<file path="src/rtl/axi_lite_reg_bank_if.sv">
// axi_lite_reg_bank_if: user-side request/response bundle between the AXI-Lite slave and the register bank
interface axi_lite_reg_bank_if #(
  parameter int ADDR_WIDTH = 32,
  parameter int DATA_WIDTH = 32
);
  logic                  i_reg_in_rdy;
  logic [ADDR_WIDTH-1:0] i_reg_address;
  logic [DATA_WIDTH-1:0] i_reg_in_data;
  logic                  o_reg_in_ack_stb;
  logic                  i_reg_out_req;
  logic                  o_reg_out_rdy_stb;
  logic [DATA_WIDTH-1:0] o_reg_out_data;
  logic                  o_reg_invalid_addr;
  logic                  o_irq;
  modport master (
    output i_reg_in_rdy, i_reg_address, i_reg_in_data, i_reg_out_req,
    input  o_reg_in_ack_stb, o_reg_out_rdy_stb, o_reg_out_data, o_reg_invalid_addr, o_irq
  );
  modport slave (
    input  i_reg_in_rdy, i_reg_address, i_reg_in_data, i_reg_out_req,
    output o_reg_in_ack_stb, o_reg_out_rdy_stb, o_reg_out_data, o_reg_invalid_addr, o_irq
  );
endinterface

</file>
<file path="src/rtl/axi_lite_reg_bank.sv">
// axi_lite_reg_bank: control/status/scratch/counter/compare/W1C-irq registers behind the AXI-Lite slave user port
module axi_lite_reg_bank #(
  parameter int          ADDR_WIDTH = 32,
  parameter int          DATA_WIDTH = 32,
  parameter int          RESP_DELAY = 0,
  parameter logic [31:0] VERSION    = 32'h0001_0000
) (
  input logic clk,
  input logic rst,
  axi_lite_reg_bank_if.slave bus
);
  typedef enum logic [1:0] {IDLE, DELAY, RESPOND, RELEASE} state_t;
  state_t                state, state_nxt;
  logic [7:0]            cnt;
  logic                  op_wr, valid, wr, clr, ack_nxt, rdy_nxt, en;
  logic [ADDR_WIDTH-1:0] addr;
  logic [DATA_WIDTH-1:0] wdata, scratch, counter, compare, rdata;
  logic [1:0]            irq_en, irq_sts, irq_set, w1c;

  assign valid   = addr[1:0] == 2'b00 && addr <= ADDR_WIDTH'(5'h18);
  assign wr      = state == RESPOND && op_wr && valid;
  assign clr     = wr && addr[4:0] == 5'h00 && wdata[1];
  assign w1c     = wr && addr[4:0] == 5'h14 ? wdata[1:0] : 2'b00;
  // a clear in the same edge suppresses both the increment and its match/wrap events
  assign irq_set = en && !clr ? {counter == '1, counter + DATA_WIDTH'(1) == compare} : 2'b00;

  always_comb begin
    rdata = '0;
    case (addr[4:0])
      5'h00:   rdata = DATA_WIDTH'({irq_en, 7'b0, en});
      5'h04:   rdata = DATA_WIDTH'({bus.o_irq, en});
      5'h08:   rdata = scratch;
      5'h0C:   rdata = counter;
      5'h10:   rdata = compare;
      5'h14:   rdata = DATA_WIDTH'(irq_sts);
      5'h18:   rdata = DATA_WIDTH'(VERSION);
      default: rdata = '0;
    endcase
    if (!valid) rdata = '0;
  end

  always_ff @(posedge clk or posedge rst)
    if (rst) state <= IDLE;
    else state <= state_nxt;

  always_comb begin
    state_nxt = state;
    case (state)
      IDLE:    if (bus.i_reg_in_rdy || bus.i_reg_out_req) state_nxt = RESP_DELAY == 0 ? RESPOND : DELAY;
      DELAY:   if (cnt == 8'd1) state_nxt = RESPOND;
      RESPOND: state_nxt = RELEASE;
      RELEASE: if (!(op_wr ? bus.i_reg_in_rdy : bus.i_reg_out_req)) state_nxt = IDLE;
      default: state_nxt = IDLE;
    endcase
  end

  always_comb begin
    ack_nxt = state == RESPOND && op_wr;
    rdy_nxt = state == RESPOND && !op_wr;
  end

  always_ff @(posedge clk or posedge rst)
    if (rst) begin
      bus.o_reg_in_ack_stb   <= 1'b0;
      bus.o_reg_out_rdy_stb  <= 1'b0;
      bus.o_reg_out_data     <= '0;
      bus.o_reg_invalid_addr <= 1'b0;
      bus.o_irq              <= 1'b0;
      cnt                    <= '0;
      op_wr                  <= 1'b0;
      addr                   <= '0;
      wdata                  <= '0;
      en                     <= 1'b0;
      irq_en                 <= '0;
      irq_sts                <= '0;
      scratch                <= '0;
      counter                <= '0;
      compare                <= '0;
    end else begin
      bus.o_reg_in_ack_stb  <= ack_nxt;
      bus.o_reg_out_rdy_stb <= rdy_nxt;
      bus.o_irq             <= |(irq_sts & irq_en);
      irq_sts               <= (irq_sts & ~w1c) | irq_set;
      counter               <= clr ? '0 : en ? counter + DATA_WIDTH'(1) : counter;
      cnt                   <= state == IDLE ? 8'(RESP_DELAY) : state == DELAY ? cnt - 8'd1 : cnt;
      if (state == IDLE) begin
        op_wr <= bus.i_reg_in_rdy;
        addr  <= bus.i_reg_address;
        wdata <= bus.i_reg_in_data;
      end
      if (state == RESPOND) begin
        bus.o_reg_invalid_addr <= !valid;
        if (!op_wr) bus.o_reg_out_data <= rdata;
      end
      if (wr && addr[4:0] == 5'h00) begin
        en     <= wdata[0];
        irq_en <= wdata[9:8];
      end
      if (wr && addr[4:0] == 5'h08) scratch <= wdata;
      if (wr && addr[4:0] == 5'h10) compare <= wdata;
    end
endmodule

</file>
<file path="src/flat_wrapper.sv">
// flat-port wrapper written by rule: the top's interface ports become plain ports
module axi_lite_reg_bank_flat 
#(
  parameter int          ADDR_WIDTH = 32,
  parameter int          DATA_WIDTH = 32,
  parameter int          RESP_DELAY = 0,
  parameter logic [31:0] VERSION    = 32'h0001_0000
)
  (clk, rst, bus_i_reg_in_rdy, bus_i_reg_address, bus_i_reg_in_data, bus_i_reg_out_req, bus_o_reg_in_ack_stb, bus_o_reg_out_rdy_stb, bus_o_reg_out_data, bus_o_reg_invalid_addr, bus_o_irq);
  axi_lite_reg_bank_if #(.ADDR_WIDTH(ADDR_WIDTH), .DATA_WIDTH(DATA_WIDTH)) bus_i ();
  input logic clk;
  input logic rst;
  input wire logic [$bits(bus_i.i_reg_in_rdy)-1:0] bus_i_reg_in_rdy;
  input wire logic [$bits(bus_i.i_reg_address)-1:0] bus_i_reg_address;
  input wire logic [$bits(bus_i.i_reg_in_data)-1:0] bus_i_reg_in_data;
  input wire logic [$bits(bus_i.i_reg_out_req)-1:0] bus_i_reg_out_req;
  output wire logic [$bits(bus_i.o_reg_in_ack_stb)-1:0] bus_o_reg_in_ack_stb;
  output wire logic [$bits(bus_i.o_reg_out_rdy_stb)-1:0] bus_o_reg_out_rdy_stb;
  output wire logic [$bits(bus_i.o_reg_out_data)-1:0] bus_o_reg_out_data;
  output wire logic [$bits(bus_i.o_reg_invalid_addr)-1:0] bus_o_reg_invalid_addr;
  output wire logic [$bits(bus_i.o_irq)-1:0] bus_o_irq;
  assign bus_i.i_reg_in_rdy = bus_i_reg_in_rdy;
  assign bus_i.i_reg_address = bus_i_reg_address;
  assign bus_i.i_reg_in_data = bus_i_reg_in_data;
  assign bus_i.i_reg_out_req = bus_i_reg_out_req;
  assign bus_o_reg_in_ack_stb = bus_i.o_reg_in_ack_stb;
  assign bus_o_reg_out_rdy_stb = bus_i.o_reg_out_rdy_stb;
  assign bus_o_reg_out_data = bus_i.o_reg_out_data;
  assign bus_o_reg_invalid_addr = bus_i.o_reg_invalid_addr;
  assign bus_o_irq = bus_i.o_irq;
  axi_lite_reg_bank #(.ADDR_WIDTH(ADDR_WIDTH), .DATA_WIDTH(DATA_WIDTH), .RESP_DELAY(RESP_DELAY), .VERSION(VERSION)) u_core (.clk(clk), .rst(rst), .bus(bus_i));
endmodule
</file>
<file path="config.mk">
export PLATFORM = sky130hd
export DESIGN_NAME = axi_lite_reg_bank_flat
export DESIGN_NICKNAME = d
export VERILOG_FILES = /design/src/rtl/axi_lite_reg_bank_if.sv /design/src/rtl/axi_lite_reg_bank.sv /design/src/flat_wrapper.sv
export SDC_FILE = /design/constraint.sdc
export NUM_CORES = 1
export LEC_CHECK = 0
export CAP_MARGIN = 20
export CORE_MARGIN = 2
export CORE_UTILIZATION = 45
export CTS_CLUSTER_SIZE = 14
export DETAILED_ROUTE_END_ITERATION = 8
export GPL_ROUTABILITY_DRIVEN = 0
export MAX_ROUTING_LAYER = met4
export PLACE_DENSITY = 0.74
export SYNTH_ARGS = -nofsm -noshare
export SYNTH_HDL_FRONTEND = slang
export SYNTH_SLANG_ARGS = --single-unit
</file>
<file path="constraint.sdc">
create_clock -name clk -period 9.35 [get_ports clk]
set_clock_uncertainty 0.1 [all_clocks]
set_input_delay 1.87 -clock clk [delete_from_list [all_inputs] [get_ports clk]]
set_output_delay 1.87 -clock clk [all_outputs]
set_load 0.01 [all_outputs]
</file>
# Yosys cells after proc, flatten, opt, wreduce, memory -nomap -nowiden
# Index checks and enable logic that the tools add are counted.
[totals]
inputBits = 68
elab_cells = 74
ff_bits = 212
out_inout_bits = 36
[classes]
bitwise = 5
muxes = 13
n_eq_ne = 15
addsub = 2
reduce_logical = 22
order_cmp = 1
[op_table]
columns = ["operator", "count"]
rows = [
  ["one-hot mux 32 bit (7 select lines)", 1],
  ["two-way mux 32 bit", 3],
  ["adder 32 x 1 -> 32 bit (second input constant)", 1],
  ["== test 32 bit", 1],
  ["== test 32 bit (second input constant)", 1],
  ["less-or-equal comparator 32 x 5 -> 1 bit (second input constant)", 1],
  ["two-way mux 8 bit", 2],
  ["== test 5 bit (second input constant)", 3],
  ["== test 5 x 4 -> 1 bit (second input constant)", 2],
  ["logical AND 1 bit", 10],
  ["two-way mux 2 bit", 5],
  ["== test 8 x 1 -> 1 bit (second input constant)", 1],
  ["one-hot mux 2 bit (4 select lines)", 1],
  ["subtractor 8 x 1 -> 8 bit (second input constant)", 1],
  ["== test 5 x 3 -> 1 bit (second input constant)", 1],
  ["logical NOT 5 bit", 1],
  ["AND 2 bit", 2],
  ["== test 2 bit (second input constant)", 2],
  ["logical NOT 2 bit", 2],
  ["!= test 2 x 1 -> 1 bit (second input constant)", 2],
  ["nonzero test 2 bit", 2],
  ["logical NOT 1 bit", 3],
  ["AND reduction 3 bit", 1],
  ["== test 2 x 1 -> 1 bit (second input constant)", 1],
  ["8 further kinds", 8],
]

# Depth between registers and ports, before layout
[depth]
word_depth = 9
ltp_mapped = 11
mapped_depth_nobuf = 8

# Worst setup path before layout
# No wires, ideal clock.
[synth_timing]
kind = "input-to-reg"
startpoint = "input port bus_i_reg_in_rdy"
endpoint = "register u_core.state[0]"
slack_ns = 6.880
setup_ns = 0.118
required_time_ns = 9.132
arrival_ns = 2.252
path_buffers = 0
path_stages = 3
path_cell_list = "mux2i_1 -> nand2_1 -> a21o_1"
[synth_between]
elab_chain_cells = 3
elab_cells_between_ends = 5
cone_classes = "eq/ne: 2; mux: 1; reduce/logical: 2"
[synth_rtl]
columns = ["element", "line", "text"]
rows = [
  ["start: declaration", "flat_wrapper.sv:13", "input wire logic [$bits(bus_i.i_reg_in_rdy)-1:0] bus_i_reg_in_rdy;"],
  ["two-way mux 1 bit / logical OR 1 bit (equally long branches)", "axi_lite_reg_bank.sv:52, axi_lite_reg_bank.sv:49", ""],
  ["!= test 2 bit (no line) / != test 2 x 1 -> 1 bit (equally long branches)", "-", ""],
  ["AND reduction 3 bit (no line) (*)", "-", ""],
  ["end signal: assignment", "axi_lite_reg_bank.sv:44", "else state <= state_nxt;"],
  ["end: declaration", "axi_lite_reg_bank.sv:13", "state_t state, state_nxt;"],
]
# Every way passes the cells marked *; elsewhere a longest branch is shown, timed or not.
# A chain may end at the register's enable or synchronous reset.

# Worst setup path after layout
[layout_timing]
startpoint = "register u_core.addr[4]"
endpoint = "register u_core.irq_sts[0]"
[layout_between]
elab_chain_cells = 9
elab_cells_between_ends = 15
cone_classes = "order compare: 1; eq/ne: 1; mux: 2; bitwise: 3; reduce/logical: 8"
[layout_rtl]
columns = ["element", "line", "text"]
rows = [
  ["start: declaration", "axi_lite_reg_bank.sv:16", "logic [ADDR_WIDTH-1:0] addr;"],
  ["start signal: assignment", "axi_lite_reg_bank.sv:88", "addr <= bus.i_reg_address;"],
  ["less-or-equal comparator 32 x 5 -> 1 bit", "axi_lite_reg_bank.sv:20", "assign valid = addr[1:0] == 2'b00 && addr <= ADDR_WIDTH'(5'h18);"],
  ["logical AND 1 bit", "axi_lite_reg_bank.sv:20", ""],
  ["logical AND 1 bit", "axi_lite_reg_bank.sv:21", "assign wr = state == RESPOND && op_wr && valid;"],
  ["logical AND 1 bit (2 in series)", "axi_lite_reg_bank.sv:22", "assign clr = wr && addr[4:0] == 5'h00 && wdata[1];"],
  ["logical NOT 1 bit", "axi_lite_reg_bank.sv:25", "assign irq_set = en && !clr ? {counter == '1, counter + DATA_WIDTH'(1) == compare} : 2'b00;"],
  ["logical AND 1 bit", "axi_lite_reg_bank.sv:25", ""],
  ["two-way mux 2 bit", "axi_lite_reg_bank.sv:25", ""],
  ["bitwise OR 2 bit (*)", "axi_lite_reg_bank.sv:83", "irq_sts <= (irq_sts & ~w1c) | irq_set;"],
  ["end signal: assignment", "axi_lite_reg_bank.sv:83", ""],
  ["end: declaration", "axi_lite_reg_bank.sv:18", "logic [1:0] irq_en, irq_sts, irq_set, w1c;"],
]
# Marks and branches as above.

==> impl_results.md <==
* Count leader, synth: dfrtp_1
* FF-to-FF path depth at 7
* Initial antenna violation count at 0
* FF-to-FF Start: u_core.addr[4]
* Grt ovf at 0
* Clock latency on the worst-skew pair at 0.51 ns
* Die Height at 155.3 um
* Hold Vio Cnt, Final at 0
* Die Wd at 155.3 um
* Fin. max-slew vios at 0
* Max clock buf depth at 3
* First-pass GRT wire length at 39920 um
* Synthesized instance count at 926
* Yosys cell types at 62
* Nets at 1062
* FP Rows at 55
* Hold_sp: u_core.bus.o_reg_out_data[12]
* Fin crit share at 39.85%
* Power Dens Cells at 224.8 nW/um2
* Placed inst area at 11440 um2
* #FFs+latches synth at 212
* Inst Count DP at 1252
* Setup ws final at 5.624 ns
* Initial Utilization at 45.64%
* Drt wl/cell at 18.91 um
* Initial DRC count at 636
* Num CTS Buffers at 22
* Crit path arrival time at 4.01 ns
* VDD IR max at 0.0001681 V
* Syn_nets at 997
* Number of port buffers at 103
* Mean post-synth cell area at 11.12 um2
* Fin util at 54.25%
* M2 GR Usage at 33.04%
* Met1 Resource Use GR at 28.93%
* Vias per cell at 5.768
* Tot GR Track Use at 21.22%
* Post-synth top cells: 212 x dfrtp_1, 136 x mux2_2, 81 x nand2_1
* Total clock sinks at 212
* Design Area, Final at 12250 um2
* Vias post-DR at 7441
* Worst Hold Endpoint: u_core.bus.o_reg_out_data[12]
* Fin cells at 1290
* Slew margin rel. at 25.08%
* Layout cell share with drive strength beyond 1 at 19.60%
* Router iterations before antenna repair at 5
* Vias in the first global route at 7489
* Number of buffers added for setup after CTS at 0
* Dpl ws at 5.004 ns
* Status: finished clean
* Boundary pin count at 104
* Hold Path Depth at 2
* Leading post-synthesis cells by cell area: dfrtp_1 52%, mux2_2 15%, xnor2_1 3.3%
* Layout fillers at 1930
* Layout area overhead at 18.88%
* Number of flops mapped to enable cells by yosys at 0
* Area leader, netlist: dfrtp_1
* Setup CP Type: reg -> reg
* CTS Hold Bufs at 0
* Setup TNS at 0 ns
* Clock transition at path regs at 0.06 ns
* RSZ-0062 raised after global routing: false
* Final setup violating endpoints at 0
* Slew @ Worst Pin at 1.124 ns
* Worst reg2reg path endpoint: u_core.irq_sts[0]
* Ys flop type: dfrtp_1
* Register-to-register setup slack at 5.62 ns
* Ant. Diodes at 0
* Detailed Route WL at 24390 um
* Post-CTS Resized at 0
* Fmax achieved at 268.4 MHz
* CTS H-Tree Depth at 1
* Detail Placement HPWL at 16430 um
* Antenna viol nets, final at 0
* Core footprint at 22570 um2
* Worst-path fanout max at 25
* CP Capture Type: flip-flop
* Leakage at 5.270 nW
* Root buf cell: clkbuf_16
* M3 GR Usage at 3.426%
* CP Launch Type: flip-flop
* Seq/Total Area, Yosys at 51.50%
* Largest net degree at the start of global routing at 139
* Min Clock Period, post-route at 3.726 ns
* Hold Crit Class: reg -> reg
* Async S/R FF share, synth at 100.0%
* Total die area at 24120 um2
* GR peak layer: met2
* Synthesized cell area at 10300 um2
* Max cap viols at 0
* DRC viols at 0
* CTS tree: built
* Ys Warns at 0
* Top cell type's share of synthesized area at 51.50%
* Critical path required time at 9.63 ns
==> worst max-delay path by stage <==
| stage | startpoint | to | slack (ns) |
|---|---|---|---|
| after floorplan | rst | u_core.addr[0] | 1.59 |
| after global placement | rst | u_core.addr[2] | 5.03 |
| after detailed placement | rst | u_core.addr[2] | 5.00 |
| after CTS | rst | u_core.addr[2] | 5.54 |
| after global routing | rst | u_core.addr[2] | 5.24 |
| final | u_core.addr[4] | u_core.irq_sts[0] | 5.62 |
==> layer usage <==
metal	vias to the layer above	part of all wire (%)
li1	3432	-
met1	3715	44
met4	0	2.3
met5	-	0
met2	255	47
met3	39	6.8
==> through the flow <==
stage	hold slack [ns]	power, W
floorplan	0.3635	0.001622
global placement	0.3625	0.001773
detailed placement	0.3734	0.001802
CTS	0.3863	0.002772
global route	0.4113	0.002882
finish	0.3755	0.002753
==> report_power, final <==
| group | switching (W) | internal (W) |
|---|---|---|
| clock | 0.000357 | 0.000613 |
| combinational | 0.000262 | 0.000266 |
| sequential | 0.000167 | 0.00109 |
==> cells by family (layout without fill, tap and decap cells) <==
kind of cell | after synthesis | after routing | synth area share (%)
xor+xnor | 71 | 71 | 6.037
simple gates | 266 | 266 | 13.43
compound gates | 148 | 148 | 9.304
flops | 212 | 212 | 51.50
buf+inv | 82 | 161 | 3.680
fa+ha+maj | 3 | 3 | 0.3644
mux | 144 | 144 | 15.68
==> area by class of cell <==
cell class,count,area (um2),area share (%)
sequential,212,5306,43.33
multi-input combinational,632,4636,37.86
timing repair buffer,110,1084,8.848
clock buffer,34,686.9,5.609
tap,285,356.6,2.912
clock inverter,4,120.1,0.9809
inverter,13,56.30,0.4598
==> registers in the layout (all words and copies together), names as in the netlist, 2 cells and up <==
register,count
u_core.cnt,8
u_core.addr,32
u_core.wdata,32
u_core.bus.o_reg_out_data,32
u_core.irq_en,2
u_core.irq_sts,2
u_core.compare,32
u_core.scratch,32
u_core.state,2
u_core.counter,32
==> layout by cell type (no fill, tap or decap), types with 3 or more instances in the layout <==
cell | synthesis | routed
xnor2_1 | 39 | 39
inv_1 | 13 | 12
and4_1 | 6 | 6
and3_1 | 10 | 10
nor4_1 | 14 | 14
o31ai_1 | 16 | 16
mux2i_1 | 5 | 5
buf_4 | 3 | 7
a31oi_1 | 27 | 27
nand2b_1 | 6 | 6
o21ai_0 | 43 | 43
nand4_1 | 21 | 21
clkdlybuf4s50_1 | 0 | 103
or3_1 | 3 | 3
clkbuf_1 | 39 | 4
mux2_2 | 136 | 136
nor3_1 | 9 | 9
and2_1 | 4 | 4
nor2_1 | 72 | 71
ha_1 | 3 | 3
clkbuf_8 | 2 | 7
bufinv_16 | 0 | 4
nand2_1 | 81 | 80
clkbuf_16 | 0 | 23
a22oi_1 | 30 | 30
nor3_2 | 3 | 3
mux2_1 | 3 | 3
nand3b_1 | 4 | 4
nand3_1 | 14 | 14
xor2_1 | 32 | 32
dfrtp_1 | 212 | 211
a21oi_1 | 14 | 14
==> critical path: stages (launching register included) <==
cell and delay (ns):
dfrtp_1 0.50, nor3_1 0.52, nor4b_1 0.42, and3_1 0.97, nand2b_1 0.66, nor3_1 0.16, nand4_1 0.18, o31ai_2 0.09
No activity file was read; power rests on OpenSTA's default activity.
